--- src/rtl/imm_extend_pipe.sv ---
// imm_extend_pipe: registered immediate-generation stage between decode and
// the ALU operand mux. Selects an immediate field width, sign- or zero-extends
// it to DATA_W, and merges a pending IMM-prefix into the next immediate so
// that full-width constants can be built from two instructions.
//
// Optional build macro: IMMEXT_SCALE_EN adds a 0-3 bit left shift of the
// result by in_scale (word/dword-scaled branch offsets). Without it in_scale
// is ignored.
//
// Ports:
//   clk, rst          clock (rising edge), asynchronous active-high reset
//   flush             synchronous flush: drops held result and pending prefix
//   in_valid/in_ready request handshake
//   in_imm            raw immediate bits, LSB-aligned
//   in_sel            0=FIELD_A, 1=FIELD_B, 2=FIELD_C, 3=full IMM_W
//   in_sign           1=sign-extend, 0=zero-extend
//   in_prefix         request is an IMM prefix (produces no output beat)
//   in_scale          left shift amount (IMMEXT_SCALE_EN only)
//   out_valid/out_ready result handshake, one-entry output register
//   out_imm           extended immediate
//   out_prefixed      result was built from a prefix
module imm_extend_pipe #(
    parameter int unsigned DATA_W    = 16,
    parameter int unsigned IMM_W     = 12,
    parameter int unsigned FIELD_A_W = 6,
    parameter int unsigned FIELD_B_W = 9,
    parameter int unsigned FIELD_C_W = 12,
    parameter int unsigned PFX_LOW_W = 7
) (
    input  logic              clk,
    input  logic              rst,
    input  logic              flush,
    input  logic              in_valid,
    output logic              in_ready,
    input  logic [IMM_W-1:0]  in_imm,
    input  logic [1:0]        in_sel,
    input  logic              in_sign,
    input  logic              in_prefix,
    input  logic [1:0]        in_scale,
    output logic              out_valid,
    input  logic              out_ready,
    output logic [DATA_W-1:0] out_imm,
    output logic              out_prefixed
);

    localparam int unsigned PFX_W = DATA_W - PFX_LOW_W;
    localparam int unsigned EXT_W = (DATA_W > IMM_W) ? DATA_W : IMM_W;
    localparam int unsigned IDX_W = $clog2(EXT_W + 1);

    logic              pfx_valid;
    logic [PFX_W-1:0]  pfx_reg;

    logic              accept;
    logic              load;
    logic [IDX_W-1:0]  field_w;
    logic [EXT_W-1:0]  imm_wide;
    logic [EXT_W-1:0]  field_mask;
    logic [EXT_W-1:0]  ext_wide;
    logic              field_msb;
    logic [DATA_W-1:0] merged;
    logic [DATA_W-1:0] base;
    logic [DATA_W-1:0] result;

    logic              out_valid_n;
    logic [DATA_W-1:0] out_imm_n;
    logic              out_prefixed_n;
    logic              pfx_valid_n;
    logic [PFX_W-1:0]  pfx_reg_n;

    // Handshake: flush blocks acceptance so a coincident request is dropped.
    assign in_ready = !flush && (!out_valid || out_ready);
    assign accept   = in_valid && in_ready;
    assign load     = accept && !in_prefix;

    // Field width selected by the request.
    always_comb begin
        field_w = IDX_W'(IMM_W);
        case (in_sel)
            2'd0:    field_w = IDX_W'(FIELD_A_W);
            2'd1:    field_w = IDX_W'(FIELD_B_W);
            2'd2:    field_w = IDX_W'(FIELD_C_W);
            default: field_w = IDX_W'(IMM_W);
        endcase
    end

    // Extension. A shift by the full EXT_W wraps to zero, so the minus-one
    // still yields an all-ones mask for the widest field. The field MSB is
    // isolated as the top set bit of the mask, avoiding a variable index.
    always_comb begin
        imm_wide   = EXT_W'(in_imm);
        field_mask = (EXT_W'(1) << field_w) - EXT_W'(1);
        field_msb  = |(imm_wide & (field_mask ^ (field_mask >> 1)));
        ext_wide   = imm_wide & field_mask;
        if (in_sign && field_msb) begin
            ext_wide = ext_wide | ~field_mask;
        end
    end

    // Prefix merge overrides the selected extension.
    assign merged = {pfx_reg, in_imm[PFX_LOW_W-1:0]};
    assign base   = pfx_valid ? merged : DATA_W'(ext_wide);

`ifdef IMMEXT_SCALE_EN
    assign result = base << in_scale;
`else
    logic unused_scale;
    assign unused_scale = ^in_scale;
    assign result       = base;
`endif

    // Next-state for the output register and prefix holding register.
    always_comb begin
        out_valid_n    = out_valid;
        out_imm_n      = out_imm;
        out_prefixed_n = out_prefixed;
        pfx_valid_n    = pfx_valid;
        pfx_reg_n      = pfx_reg;

        if (flush) begin
            out_valid_n = 1'b0;
            pfx_valid_n = 1'b0;
        end else if (load) begin
            out_valid_n    = 1'b1;
            out_imm_n      = result;
            out_prefixed_n = pfx_valid;
            pfx_valid_n    = 1'b0;
        end else begin
            if (out_ready) begin
                out_valid_n = 1'b0;
            end
            if (accept) begin
                pfx_valid_n = 1'b1;
                pfx_reg_n   = in_imm[PFX_W-1:0];
            end
        end
    end

    // State registers.
    always_ff @(posedge clk or posedge rst) begin
        if (rst) begin
            out_valid    <= 1'b0;
            out_imm      <= '0;
            out_prefixed <= 1'b0;
            pfx_valid    <= 1'b0;
            pfx_reg      <= '0;
        end else begin
            out_valid    <= out_valid_n;
            out_imm      <= out_imm_n;
            out_prefixed <= out_prefixed_n;
            pfx_valid    <= pfx_valid_n;
            pfx_reg      <= pfx_reg_n;
        end
    end

endmodule
--- config.mk ---
export PLATFORM = sky130hd
export DESIGN_NAME = imm_extend_pipe
export DESIGN_NICKNAME = d
export VERILOG_FILES = /design/src/rtl/imm_extend_pipe.sv
export SDC_FILE = /design/constraint.sdc
export NUM_CORES = 1
export LEC_CHECK = 0
export BUFFER_PORTS_ARGS = -buffer_cell sky130_fd_sc_hd__buf_2
export CORE_ASPECT_RATIO = 1.25
export CORE_MARGIN = 1
export CORE_UTILIZATION = 40
export CTS_BUF_LIST = sky130_fd_sc_hd__clkbuf_4 sky130_fd_sc_hd__clkbuf_8 sky130_fd_sc_hd__clkbuf_16
export DETAILED_ROUTE_END_ITERATION = 10
export GPL_ROUTABILITY_DRIVEN = 0
export GPL_TIMING_DRIVEN = 1
export PLACE_DENSITY = 0.74
export REMOVE_ABC_BUFFERS = 1
export SYNTH_ARGS = -nofsm -noshare
export SYNTH_HDL_FRONTEND = slang
export SYNTH_SLANG_ARGS = --single-unit
--- constraint.sdc ---
create_clock -name clk -period 2.05 [get_ports clk]
set_input_delay 0.3075 -clock clk [delete_from_list [all_inputs] [get_ports clk]]
set_output_delay 0.3075 -clock clk [all_outputs]
set_load 0.01 [all_outputs]
; Yosys cells after proc, flatten, opt, wreduce, memory -nomap -nowiden
; Cells that the tools add are included.
[word_totals]
out_inout_bits = 19
inputBits = 23
word_cells = 38
regBits = 28
[classes]
muxes = 9
addsub = 1
eq_ne = 1
reduce_logical = 14
bitwise = 7
n_shift = 1
[op_table]
columns = op, n
row1 = $and A12 B16 Y16, 2
row2 = $mux W16, 2
row3 = $not A16 Y16, 1
row4 = $or A16 B16 Y16, 1
row5 = $reduce_or A16 Y1, 1
row6 = $shl A1 B5 Y16 const A, 1
row7 = $sub A16 B2 Y16 const B, 1
row8 = $xor A16 B15 Y16, 1
row9 = $pmux W4 S2, 1
row10 = $mux W1, 6
row11 = $reduce_bool A3 Y1, 2
row12 = $logic_and A1 B1 Y1, 4
row13 = $logic_not A1 Y1, 3
row14 = $reduce_and A3 Y1, 1
row15 = $eq A2 B1 Y1 const B, 1
row16 = $logic_not A2 Y1, 1
row17 = $not A1 Y1, 2
row18 = $reduce_and A2 Y1, 1
row19 = $logic_or A1 B1 Y1, 1

; Longest topological paths before layout
[logic_depth]
depth_word = 10
mapped_depth = 7
depth_no_buf = 6

; Worst setup path before layout
; Ideal clock, no wire load.
[synth_path]
path_kind = in2reg
from = in in_sel[0]
to = reg out_imm[4]
cell_stages = 7
setup_slack_ns = 0.181
setup_time_ns = 0.104
arrival_time_ns = 1.765
path_buffers = 1
t_required_ns = 1.946
cell_sequence = or2_2 -> clkbuf_1 -> ha_1 -> nor3b_4 -> mux2i_4 -> o31ai_2 -> o311ai_1
[synth_between]
elab_chain_cells = 10
elab_cells_between_ends = 14
cone_classes = add/sub: 1 / eq/ne: 1 / shift: 1 / mux: 3 / bitwise: 5 / reduce/logical: 3
[synth_rtl]
columns = element, line_no
row1 = "start, declared", 36  ; input logic [1:0] in_sel,
row2 = $eq A2 B1 Y1 or $logic_not A2 Y1 (tied branches), 78  ; case (in_sel)
row3 = $pmux W4 S2 (*), 78
row4 = $shl A1 B5 Y16 (*), 91  ; field_mask = (EXT_W'(1) << field_w) - EXT_W'(1);
row5 = $sub A16 B2 Y16 (*), 91
row6 = $xor A16 B15 Y16, 92  ; field_msb = |(imm_wide & (field_mask ^ (field_mask >> 1)));
row7 = $and A12 B16 Y16, 92
row8 = $reduce_or A16 Y1, 92
row9 = $logic_and A1 B1 Y1, 94  ; if (in_sign && field_msb) begin
row10 = $mux W16 (*), 94
row11 = $mux W16 (*), 101  ; assign base = pfx_valid ? merged : DATA_W'(ext_wide);
row12 = "end signal, assigned", 148  ; out_imm <= out_imm_n;
row13 = "end, declared", 42  ; output logic [DATA_W-1:0] out_imm,
; Mark *: on every way between the ends. The rest lies on a longest branch, timed or not.
; A chain may end at the register's enable or synchronous reset.

; Worst setup path after layout
; Same ends and word-level chain as after synthesis.

==> results.sh <==
export IMPL_area_growth_syn_to_layout_pct=21.3
export IMPL_violations="design-rule violations"
export IMPL_nFillCells=351
export IMPL_cts_clk_slew_worst_paths_ns=0.10
export IMPL_synth_cells=144
export IMPL_yosys_top_cells_area="dfrtp_1 45%, mux2_2 6.5%, o311ai_4 3.4%"
export IMPL_grt_max_degree=29
export IMPL_drv_cap=0
export IMPL_slew_headroom_pct=61.7
export IMPL_grt_antenna_before_repair=0
export IMPL_ys_seq_area_share_pct=44.9
export IMPL_synth_compound_area_share_pct=19.9
export IMPL_syn_area_um2=1560
export IMPL_numPortBuffers=39
export IMPL_num_nets_final=216
export IMPL_drcViolationCount=4
export IMPL_register_area_um2=701
export IMPL_ant_nets=0
export IMPL_setup_viol=0
export IMPL_synth_top_family_by_area="compound AO/OA/AOI/OAI gates"
export IMPL_r2r_end="out_imm[11]"
export IMPL_p_leak_nw=0.860
export IMPL_yosys_area_share_simple_pct=15.2
export IMPL_wl_per_cell_um=15.6
export IMPL_cellPowerDensity_nw_per_um2=830
export IMPL_hold_path_class="input port to async pin"
export IMPL_synth_warnings=0
export IMPL_grt_use_total_pct=17.7
export IMPL_cp_required_ns=2.23
export IMPL_cts_buffer_depth=2
export IMPL_chipHeight_um=71.8
export IMPL_crit_fanout=8
export IMPL_crit_path_end_kind="flop"
export IMPL_cts_root_buf="clkbuf_8"
export IMPL_viasPerCell=5.46
export IMPL_path_class="input port to flop"
export IMPL_cts_sinks=28
export IMPL_netlist_cell_type_count=36
export IMPL_fmax_ghz=0.545
export IMPL_critPathSlowestCell="mux2i_4"
export IMPL_r2r_cells=4
export IMPL_synth_seq_cells=28
export IMPL_io_pin_count=42
export IMPL_stdcell_count=228
export IMPL_drt_wl_total_mm=3.56
export IMPL_antenna_cells=0
export IMPL_post_cts_buffers=0
export IMPL_firstDrtPassIters=9
export IMPL_ys_async_sr_fraction_pct=100
export IMPL_synth_most_common_cell="dfrtp_1"
export IMPL_synth_edf_count=0
export IMPL_synth_common_cells="28 x dfrtp_1, 12 x nor2_1, 10 x nand2_1"
export IMPL_dp_final_hpwl_mm=2.47
export IMPL_syn_area_per_cell_um2=10.8
export IMPL_drtIter0Drc=72
export IMPL_synthAdderAreaFrac_pct=3.21
export IMPL_dieArea_um2=4150
export IMPL_grt_pass1_wl_mm=5.60
export IMPL_yosysTopAreaCell="dfrtp_1"
export IMPL_synthFlopType="dfrtp_1"
export IMPL_tritoncts="done"
export IMPL_synth_xor_area_share_pct=1.12
export IMPL_cts_resized=0
export IMPL_path_cells="buf_2 -> or2b_2 -> ha_1 -> nor3b_4 -> mux2i_4 -> o31ai_2 -> o311ai_1"
export IMPL_rows=25
export IMPL_grt_pass1_vias=1146
export IMPL_core_um2=3750
export IMPL_clock_latency_ns=0.28
export IMPL_cts_buffers=3
export IMPL_vdd_drop_max_uv=320
export IMPL_hold_ws_ns=0.0724
export IMPL_grt_overflow_total=0
export IMPL_start_util_pct=41.5
export IMPL_finalHoldViolations=0
export IMPL_cp_arrival_ns=2.01
export IMPL_largest_reg_flops=16
export IMPL_tightest_slew_ns=0.575
export IMPL_fin_area_um2=1890
export IMPL_place_ws_ns=-0.0415
export IMPL_setup_ws_ns=0.215
export IMPL_fin_worst_skew_ns=0.00632
export IMPL_slew_viol_final=0
export IMPL_fin_crit_ns=1.83
export IMPL_rsz0062_at_grt="false"
export IMPL_synth_top_area_share_pct=44.9
export IMPL_h_tree_depth=1
export IMPL_fin_crit_sh_pct=89.5
export IMPL_die_x_um=57.8
export IMPL_rr_startpoint="out_valid"
export IMPL_critPathBufInv=1
export IMPL_rrSetupSlack_ns=0.25
export IMPL_crit_path_start_kind="input port"
export IMPL_multiInputGateArea_um2=796
export IMPL_ctsHoldBuffers=0
export IMPL_path_delay_family="simple AND/OR/NAND/NOR gates"
export IMPL_critPathMaxStageDelay_ns=0.51
export IMPL_outcome="finished with violations"
export IMPL_drive_gt1_share_pct=36.7
export IMPL_setup_tns_ns=0
export IMPL_placed_cell_area_um2=1820
export IMPL_place_inst=224
export IMPL_yosys_mux_area_fraction_pct=11.2
export IMPL_num_vias=1245
==> routing by layer <==
| layer | GRT usage, % | vias to the layer above | wire length (µm) |
|---|---|---|---|
| met2 | 27.8 | 32 | 1730 |
| met1 | 24.0 | 610 | 1640 |
| met5 | 0 | - | 0 |
| li1 | - | 593 | - |
| met4 | 7.67 | 0 | 73 |
| met3 | 2.71 | 10 | 117 |
==> where the power goes <==
group | switching, mW | internal [mW]
registers | 0.0594 | 0.662
logic | 0.217 | 0.190
clock network | 0.179 | 0.261
total | 0.456 | 1.11
==> cells in the final DEF, fill, tap and decap left out, types with 2 or more instances in the layout <==
| master | instances |
|---|---|
| conb_1 | 2 |
| buf_2 | 39 |
| nand2b_1 | 7 |
| xnor2_1 | 2 |
| nand2_1 | 10 |
| o21ai_0 | 8 |
| clkbuf_8 | 3 |
| a21o_1 | 2 |
| inv_1 | 9 |
| mux2_2 | 9 |
| o311ai_4 | 2 |
| a31oi_1 | 8 |
| ha_1 | 4 |
| nand3_1 | 2 |
| o311ai_1 | 4 |
| and2_1 | 2 |
| a21oi_1 | 8 |
| mux2i_1 | 5 |
| buf_4 | 6 |
| dfrtp_1 | 28 |
| nor2_1 | 12 |
==> stage by stage <==
| step | power (mW) | util [%] |
|---|---|---|
| 3_3_place_gp | 1.12 | 48.5 |
| 4_1_cts | 1.58 | 50.4 |
| 2_1_floorplan | 0.975 | - |
| 5_1_grt | 1.65 | 50.4 |
| 3_5_place_dp | 1.13 | 48.5 |
| 6_report | 1.57 | 50.4 |
==> how the worst max path moves through the flow <==
stage,start,slack (ns),depth (start not counted),end
final,in_sel[0],0.22,7,out_imm[4]
after global routing,in_sel[0],0.10,7,out_imm[4]
after CTS,in_sel[0],0.21,7,out_imm[4]
after detailed placement,in_sel[0],-0.04,7,out_imm[4]
after global placement,in_sel[0],0.03,7,out_imm[4]
after floorplan,in_sel[0],0.29,6,out_imm[4]
==> worst min-delay path: cells and delay by family <==
family / cells / cell delay (ns)
buffers and inverters: 3 / 0.45
==> cells by family after synthesis <==
group | Yosys count
buffers and inverters | 15
other | 1
and+or+nand+nor | 41
AOI/OAI and AO/OA | 38
xor gates and xnor gates | 2
DFF | 28
adders and majority gates | 4
muxes | 15
==> cell type report <==
class,instances,share of cell area (%)
well taps,40,2.65
flip-flops and latches,28,37.0
inverters,9,1.79
multi-input cells,102,42.1
repair buffers,45,12.7
clock buffers,3,2.18
clock inverters,1,1.59
Note: power is estimated with default switching activity, not from simulation.
